==> src/rtl/serial_add_seq_if.sv <==
// ----------------------------------------------------------------------------
// serial_add_seq_if
// Bundles the signals of the bit-serial adder sequencer.
//   Controller side : start, op_a, op_b, cin_init  -> sequencer
//                     busy, done, result, carry_out <- sequencer
//   Adder side      : add_a, add_b, add_cin         -> 1-bit full adder
//                     add_sum, add_cout             <- 1-bit full adder
// Modports:
//   slave  - the sequencer itself
//   master - the controller issuing additions
//   adder  - the external combinational full adder
// ----------------------------------------------------------------------------
interface serial_add_seq_if #(
    parameter int WIDTH = 8
);
    logic             start;
    logic [WIDTH-1:0] op_a;
    logic [WIDTH-1:0] op_b;
    logic             cin_init;
    logic             busy;
    logic             done;
    logic [WIDTH-1:0] result;
    logic             carry_out;
    logic             add_a;
    logic             add_b;
    logic             add_cin;
    logic             add_sum;
    logic             add_cout;

    modport slave (
        input  start, op_a, op_b, cin_init, add_sum, add_cout,
        output busy, done, result, carry_out, add_a, add_b, add_cin
    );

    modport master (
        output start, op_a, op_b, cin_init,
        input  busy, done, result, carry_out
    );

    modport adder (
        input  add_a, add_b, add_cin,
        output add_sum, add_cout
    );
endinterface

==> src/rtl/serial_add_seq.sv <==
// ----------------------------------------------------------------------------
// serial_add_seq
// Runs WIDTH-bit additions through an external 1-bit full adder, one bit per
// clock, LSB first. The carry between bits is held in a register here; the
// full adder itself is purely combinational and lives outside this block.
//
// Ports:
//   clk    - single clock, rising edge
//   rst_n  - asynchronous active-low reset
//   bus    - serial_add_seq_if.slave:
//              start/op_a/op_b/cin_init  sampled when start is accepted
//              busy                      high while bits are shifted
//              done                      one-cycle completion pulse
//              result/carry_out          final sum, held until next done
//              add_a/add_b/add_cin       drives to the full adder
//              add_sum/add_cout          returned from the full adder
// ----------------------------------------------------------------------------
module serial_add_seq #(
    parameter int WIDTH = 8
) (
    input  logic               clk,
    input  logic               rst_n,
    serial_add_seq_if.slave    bus
);

    localparam int                 CNT_W    = $clog2(WIDTH + 1);
    localparam logic [CNT_W-1:0]   LAST_CNT = CNT_W'(WIDTH - 1);

    typedef enum logic [1:0] {
        S_IDLE  = 2'd0,
        S_SHIFT = 2'd1,
        S_DONE  = 2'd2
    } state_t;

    state_t             r_state;
    state_t             w_state_next;

    logic [WIDTH-1:0]   r_sh_a;
    logic [WIDTH-1:0]   r_sh_b;
    logic               r_carry;
    logic [CNT_W-1:0]   r_cnt;
    logic [WIDTH-1:0]   r_acc;
    logic [WIDTH-1:0]   r_result;
    logic               r_carry_out;

    logic               w_accept;
    logic               w_in_shift;
    logic               w_last;
    logic [WIDTH-1:0]   w_acc_next;

    // Start is only honoured outside SHIFT; DONE may accept so that a held
    // start gives WIDTH+1 cycle throughput.
    assign w_in_shift = (r_state == S_SHIFT);
    assign w_accept   = bus.start && !w_in_shift;
    assign w_last     = w_in_shift && (r_cnt == LAST_CNT);

    // New sum bit enters at the MSB so that after WIDTH shifts bit 0 of the
    // sum has travelled down to bit 0 of the accumulator.
    generate
        if (WIDTH == 1) begin : g_acc_w1
            assign w_acc_next = bus.add_sum;
        end else begin : g_acc_wn
            assign w_acc_next = {bus.add_sum, r_acc[WIDTH-1:1]};
        end
    endgenerate

    // ------------------------------------------------------------------
    // FSM: state register
    // ------------------------------------------------------------------
    always_ff @(posedge clk or negedge rst_n) begin
        if (!rst_n) begin
            r_state <= S_IDLE;
        end else begin
            r_state <= w_state_next;
        end
    end

    // ------------------------------------------------------------------
    // FSM: next-state logic
    // ------------------------------------------------------------------
    always_comb begin
        w_state_next = r_state;
        case (r_state)
            S_IDLE:  if (bus.start) w_state_next = S_SHIFT;
            S_SHIFT: if (r_cnt == LAST_CNT) w_state_next = S_DONE;
            S_DONE:  w_state_next = bus.start ? S_SHIFT : S_IDLE;
            default: w_state_next = S_IDLE;
        endcase
    end

    // ------------------------------------------------------------------
    // FSM: outputs. Adder drives are forced low outside SHIFT so the
    // adder sees a quiet 0+0+0 when no addition is running.
    // ------------------------------------------------------------------
    always_comb begin
        bus.busy    = w_in_shift;
        bus.done    = (r_state == S_DONE);
        bus.add_a   = 1'b0;
        bus.add_b   = 1'b0;
        bus.add_cin = 1'b0;
        if (w_in_shift) begin
            bus.add_a   = r_sh_a[0];
            bus.add_b   = r_sh_b[0];
            bus.add_cin = r_carry;
        end
    end

    assign bus.result    = r_result;
    assign bus.carry_out = r_carry_out;

    // ------------------------------------------------------------------
    // Datapath registers
    // ------------------------------------------------------------------
    always_ff @(posedge clk or negedge rst_n) begin
        if (!rst_n) begin
            r_sh_a      <= '0;
            r_sh_b      <= '0;
            r_carry     <= 1'b0;
            r_cnt       <= '0;
            r_acc       <= '0;
            r_result    <= '0;
            r_carry_out <= 1'b0;
        end else if (w_accept) begin
            r_sh_a  <= bus.op_a;
            r_sh_b  <= bus.op_b;
            r_carry <= bus.cin_init;
            r_cnt   <= '0;
            r_acc   <= '0;
        end else if (w_in_shift) begin
            r_sh_a  <= r_sh_a >> 1;
            r_sh_b  <= r_sh_b >> 1;
            r_carry <= bus.add_cout;
            r_cnt   <= r_cnt + CNT_W'(1);
            r_acc   <= w_acc_next;
            if (w_last) begin
                r_result    <= w_acc_next;
                r_carry_out <= bus.add_cout;
            end
        end
    end

endmodule

==> src/flat_wrapper.sv <==
// flat-port wrapper written by rule: the top's interface ports become plain ports
module serial_add_seq_flat 
#(
    parameter int WIDTH = 8
)
  (clk, rst_n, bus_start, bus_op_a, bus_op_b, bus_cin_init, bus_add_sum, bus_add_cout, bus_busy, bus_done, bus_result, bus_carry_out, bus_add_a, bus_add_b, bus_add_cin);
  serial_add_seq_if #(.WIDTH(WIDTH)) bus_i ();
  input  logic clk;
  input  logic rst_n;
  input wire logic [$bits(bus_i.start)-1:0] bus_start;
  input wire logic [$bits(bus_i.op_a)-1:0] bus_op_a;
  input wire logic [$bits(bus_i.op_b)-1:0] bus_op_b;
  input wire logic [$bits(bus_i.cin_init)-1:0] bus_cin_init;
  input wire logic [$bits(bus_i.add_sum)-1:0] bus_add_sum;
  input wire logic [$bits(bus_i.add_cout)-1:0] bus_add_cout;
  output wire logic [$bits(bus_i.busy)-1:0] bus_busy;
  output wire logic [$bits(bus_i.done)-1:0] bus_done;
  output wire logic [$bits(bus_i.result)-1:0] bus_result;
  output wire logic [$bits(bus_i.carry_out)-1:0] bus_carry_out;
  output wire logic [$bits(bus_i.add_a)-1:0] bus_add_a;
  output wire logic [$bits(bus_i.add_b)-1:0] bus_add_b;
  output wire logic [$bits(bus_i.add_cin)-1:0] bus_add_cin;
  assign bus_i.start = bus_start;
  assign bus_i.op_a = bus_op_a;
  assign bus_i.op_b = bus_op_b;
  assign bus_i.cin_init = bus_cin_init;
  assign bus_i.add_sum = bus_add_sum;
  assign bus_i.add_cout = bus_add_cout;
  assign bus_busy = bus_i.busy;
  assign bus_done = bus_i.done;
  assign bus_result = bus_i.result;
  assign bus_carry_out = bus_i.carry_out;
  assign bus_add_a = bus_i.add_a;
  assign bus_add_b = bus_i.add_b;
  assign bus_add_cin = bus_i.add_cin;
  serial_add_seq #(.WIDTH(WIDTH)) u_core (.clk(clk), .rst_n(rst_n), .bus(bus_i));
endmodule
==> config.mk <==
export PLATFORM = sky130hd
export DESIGN_NAME = serial_add_seq_flat
export DESIGN_NICKNAME = d
export VERILOG_FILES = /design/src/rtl/serial_add_seq_if.sv /design/src/rtl/serial_add_seq.sv /design/src/flat_wrapper.sv
export SDC_FILE = /design/constraint.sdc
export NUM_CORES = 1
export LEC_CHECK = 0
export BUFFER_PORTS_ARGS = -buffer_cell sky130_fd_sc_hd__buf_4
export CAP_MARGIN = 20
export CORE_ASPECT_RATIO = 1.1
export CORE_MARGIN = 2
export CORE_UTILIZATION = 53
export DETAILED_ROUTE_END_ITERATION = 16
export GPL_ROUTABILITY_DRIVEN = 0
export PLACE_DENSITY = 0.89
export SLEW_MARGIN = 25
export SYNTH_ARGS = -nofsm -noshare
export SYNTH_HDL_FRONTEND = slang
export SYNTH_SLANG_ARGS = --single-unit
==> constraint.sdc <==
create_clock -name clk -period 2.2 [get_ports clk]
set_clock_uncertainty 0.15 [all_clocks]
set_input_delay 0.11 -clock clk [delete_from_list [all_inputs] [get_ports clk]]
set_output_delay 0.11 -clock clk [all_outputs]
set_load 0.01 [all_outputs]
==> impl_results.md <==
- Outcome: complete, no violations
- Die Area: between 3000 and 4000 µm²
- Worst R2R Start: u_core.r_state[1]$_DFFE_PN0P_
- TritonCTS buffer count: 5
- Data arrival time of the critical path: about 1700 ps
- Combined buffer and inverter count along the critical path: 3
- Worst Max-Slew Pin Slew: about 500 ps
- Count leader, synth: dfrtp_1
- Worst slew slack as a fraction of its limit: between 60% and 70%
- Endpoint kind of the worst setup timing path: output pin
- Worst path required time: just under 2000 ps
- Last element of the critical path: bus_add_cin
- Reg-to-reg setup timing slack: 380 ps
- Wirelength per Cell: approximately 14 µm
- Longest individual stage delay on the worst path: about 400 ps
- Post-synthesis sequential element count: 39
- Iteration count of the initial detailed-routing pass: 4
- Summed negative setup slack over all endpoints: 0 ps
- Post-placement setup slack: slightly below 400 ps
- Metal3 WL: 135 µm
- Crit path cell chain: nand2b_1 > clkinv_1 > buf_4 > and2_1 > buf_4
- Sequential-to-total area share from yosys stat: 58.3%
- Clock slew seen by the registers of the worst setup and hold paths: ~110 ps
- Post-synth net total: 174
- Number of DRC violations after detailed routing: 0
- Post-synthesis area per instance: 11.1 µm²
- Leading post-synthesis cells by instance count: 39 x dfrtp_1, 33 x nand2_1, 26 x o21ai_0
- Unrepaired setup endpoints after global routing: no
- Number of inserted diodes: 0
- Post-synthesis cell area: 1670 µm²
- Routed vias: approximately 1300
- Leftover overflow at the end of global routing: 0
- Share of Yosys cell area claimed by the top area cell type: between 50% and 60%
- Cell Rows: 21
- Latest clock arrival within the worst-skew pair: approximately 330 ps
- Post-layout nets: 230
- Total number of cells along the worst setup path: 5
- Max-capacitance violation count: 0
- Pin count of the biggest net entering global routing: 40
- Share of synthesized flip-flops with an asynchronous set or reset: between 90% and 100%
- Number of sinks handled by clock tree synthesis: 39
- Via count of the first global-routing pass: about 1400
- Initial Utilization: ~55%
- TritonCTS clock tree: built
- Layout area overhead: 33.1%
- Post-layout total power: 2.59 mW
- Filler cell count in the final layout: 213
- Final Cell Area: between 2000 and 2500 µm²
- Cells after synthesis: between 150 and 200
- First-pass GRT wire length: around 6 mm
- Highest metal layer with signal wires: met4
- Count of flip-flops with a built-in enable after synthesis: 0
- Layout cell share with drive strength beyond 1: a little over a quarter
- Total placed instance area: between 1500 and 2000 µm²
- Dpl hpwl: between 2 and 2.5 mm
- Remaining antenna violation count: 0
- CP most frequent cell: buf_4
- I/O pin count: 36
- Crit path time final: between 2000 and 2500 ps
- M1 wire length: 1.40 mm
- Total count of max-transition violations in the final report: 0
- Met2 Routed Length: between 1.5 and 2 mm
- Power density of the placed cells: roughly 1200 nW/µm²
- Vias per std cell: between 5 and 6
- Distinct cell type count of the synthesized netlist: 20
- Initial antenna violation count: 0
- Aggregate routed wire length: roughly 3.4 mm
- Max Freq: approximately 500 MHz
- Yosys warning total: 0
- Total GRT Usage: a little over a fifth
- Buffer depth of the longest clock path: 2
- Worst Setup Start Kind: flip-flop
- Worst reg-to-reg path cell count: 3
- Largest fanout of any net on the critical path: 22
- Post_cts resized: 0
- Area of the multi-input gates: 646 µm²
- IR drop worst, VDD: ~0.86 mV
- Share of the clock period used by the worst path after layout: approximately nine tenths
- Worst Setup Slack, final: ~200 ps
- Number of buffers inserted to repair setup after CTS: 0
- Register area: between 900 and 1000 µm²
- Classification of the worst-slack hold path: in2reg
- Post-Route Hold Slack: around 100 ps
- Leading post-synthesis cells by cell area: dfrtp_1 58%, mux2i_1 11%, o21ai_0 7.8%, nand2_1 7.4%, mux2_2 6.7%
- Leak pwr: between 1 and 1.5 nW
- Port bufs: 35
- Critical path class: reg2out
- Slowest cell on the critical path: dfrtp_1
- Die width: 57.6 µm
- Final number of setup-violating endpoints: 0
- Critical path startpoint: u_core.r_state[0]$_DFFE_PN0P_
- CTS H-tree depth: 2
- Height of the chip: around 63 µm
- Largest delay contributor family on the critical path: buffers and inverters
- Hold Violations, Final: 0
- Cell chosen for the clock root: clkbuf_4
- Core Region: approximately 3000 µm²
- Number of design-rule violations left by the first detailed-router iteration: 30
- Cell type with the highest aggregate area in the netlist: dfrtp_1
- Most used flip-flop cell after synthesis: dfrtp_1
- Capture point of the worst reg-to-reg path: u_core.bus.result[0]$_DFFE_PN0P_
-- where the power goes --
| part | internal (mW) | switching, mW | leakage (nW) |
|---|---|---|---|
| logic | 0.477 | 0.500 | 0.543 |
| registers | 1.02 | 0.194 | 0.495 |
| clock network | 0.188 | 0.214 | 0.0386 |
| total | 1.68 | 0.908 | 1.08 |
-- through the flow --
step,util (%),std cells
after global placement,64.8,214
after detailed placement,64.8,214
after global routing,73.7,242
after floorplan,-,151
after CTS,73.7,242
final,73.7,242
-- area by class of cell --
class	count	area share (%)
Inverter	2	0.337
Multi-Input combinational cell	101	29.0
Timing Repair Buffer	58	21.8
Sequential cell	39	43.8
Tap cell	34	1.91
Clock buffer	8	3.09
-- registers in the layout, indices dropped and copies added, names as in the netlist --
signal and cells:
u_core.bus.carry_out 1, u_core.bus.result 8, u_core.r_acc 7, u_core.r_carry 1, u_core.r_cnt 4, u_core.r_sh_a 8, u_core.r_sh_b 8, u_core.r_state 2
-- worst register-to-register path: cells and delay by family, from the launching register on --
kind / cells / cell delay [ps]
flip-flops: 1 / 390
AND/OR/NAND/NOR: 2 / 770
multiplexers: 1 / 400
-- what timing repair did --
item / CTS / global route
hold buffers: 20 / 0
hold endpoints to repair: 59 / 0
endpoints found under the setup margin: 0 / 0
-- cells in the final DEF (no fill, tap or decap) --
cell type      count
dfrtp_1           39
buf_4             38
nand2_1           33
o21ai_0           26
dlygate4sd3_1     20
mux2i_1           18
mux2_2            10
clkbuf_4           5
and2_1             3
nand3_1            2
nor2_1             2
clkbuf_8           2
nand2b_1           1
clkinv_1           1
nor2b_1            1
inv_1              1
nor3_4             1
nor3_1             1
and3_1             1
a311o_1            1
ha_1               1
clkbuf_1           1
-- worst min path at each step --
stage / startpoint / to / slack, ps / cells past startpoint
3_5_place_dp: rst_n / u_core.r_sh_a[4]$_DFFE_PN0P_ / -50 / 1
5_1_grt: bus_start / u_core.r_sh_b[7]$_DFFE_PN0P_ / 110 / 3
4_1_cts: bus_start / u_core.r_sh_b[7]$_DFFE_PN0P_ / 90 / 3
2_1_floorplan: rst_n / u_core.bus.carry_out$_DFFE_PN0P_ / -340 / 0
6_report: bus_start / u_core.r_sh_b[7]$_DFFE_PN0P_ / 100 / 3
3_3_place_gp: rst_n / u_core.r_sh_a[4]$_DFFE_PN0P_ / -60 / 1
-- routing by layer --
metal	global-route usage, %	vias up
met3	4.97	7
li1	-	624
met5	0	-
met4	8.14	0
met2	37.5	29
met1	25.0	631
-- logic make-up (layout without fill, tap and decap cells) --
family	count (synthesis)	count (layout)	share of synthesized area (%)
buffers and inverters	11	68	3.07
adders and majority gates	1	1	0.748
and+or+nand+nor	45	45	12.0
AOI/OAI and AO/OA	27	27	8.38
DFF	39	39	58.3
muxes	28	28	17.5
Note: power is estimated with default switching activity, not from simulation.
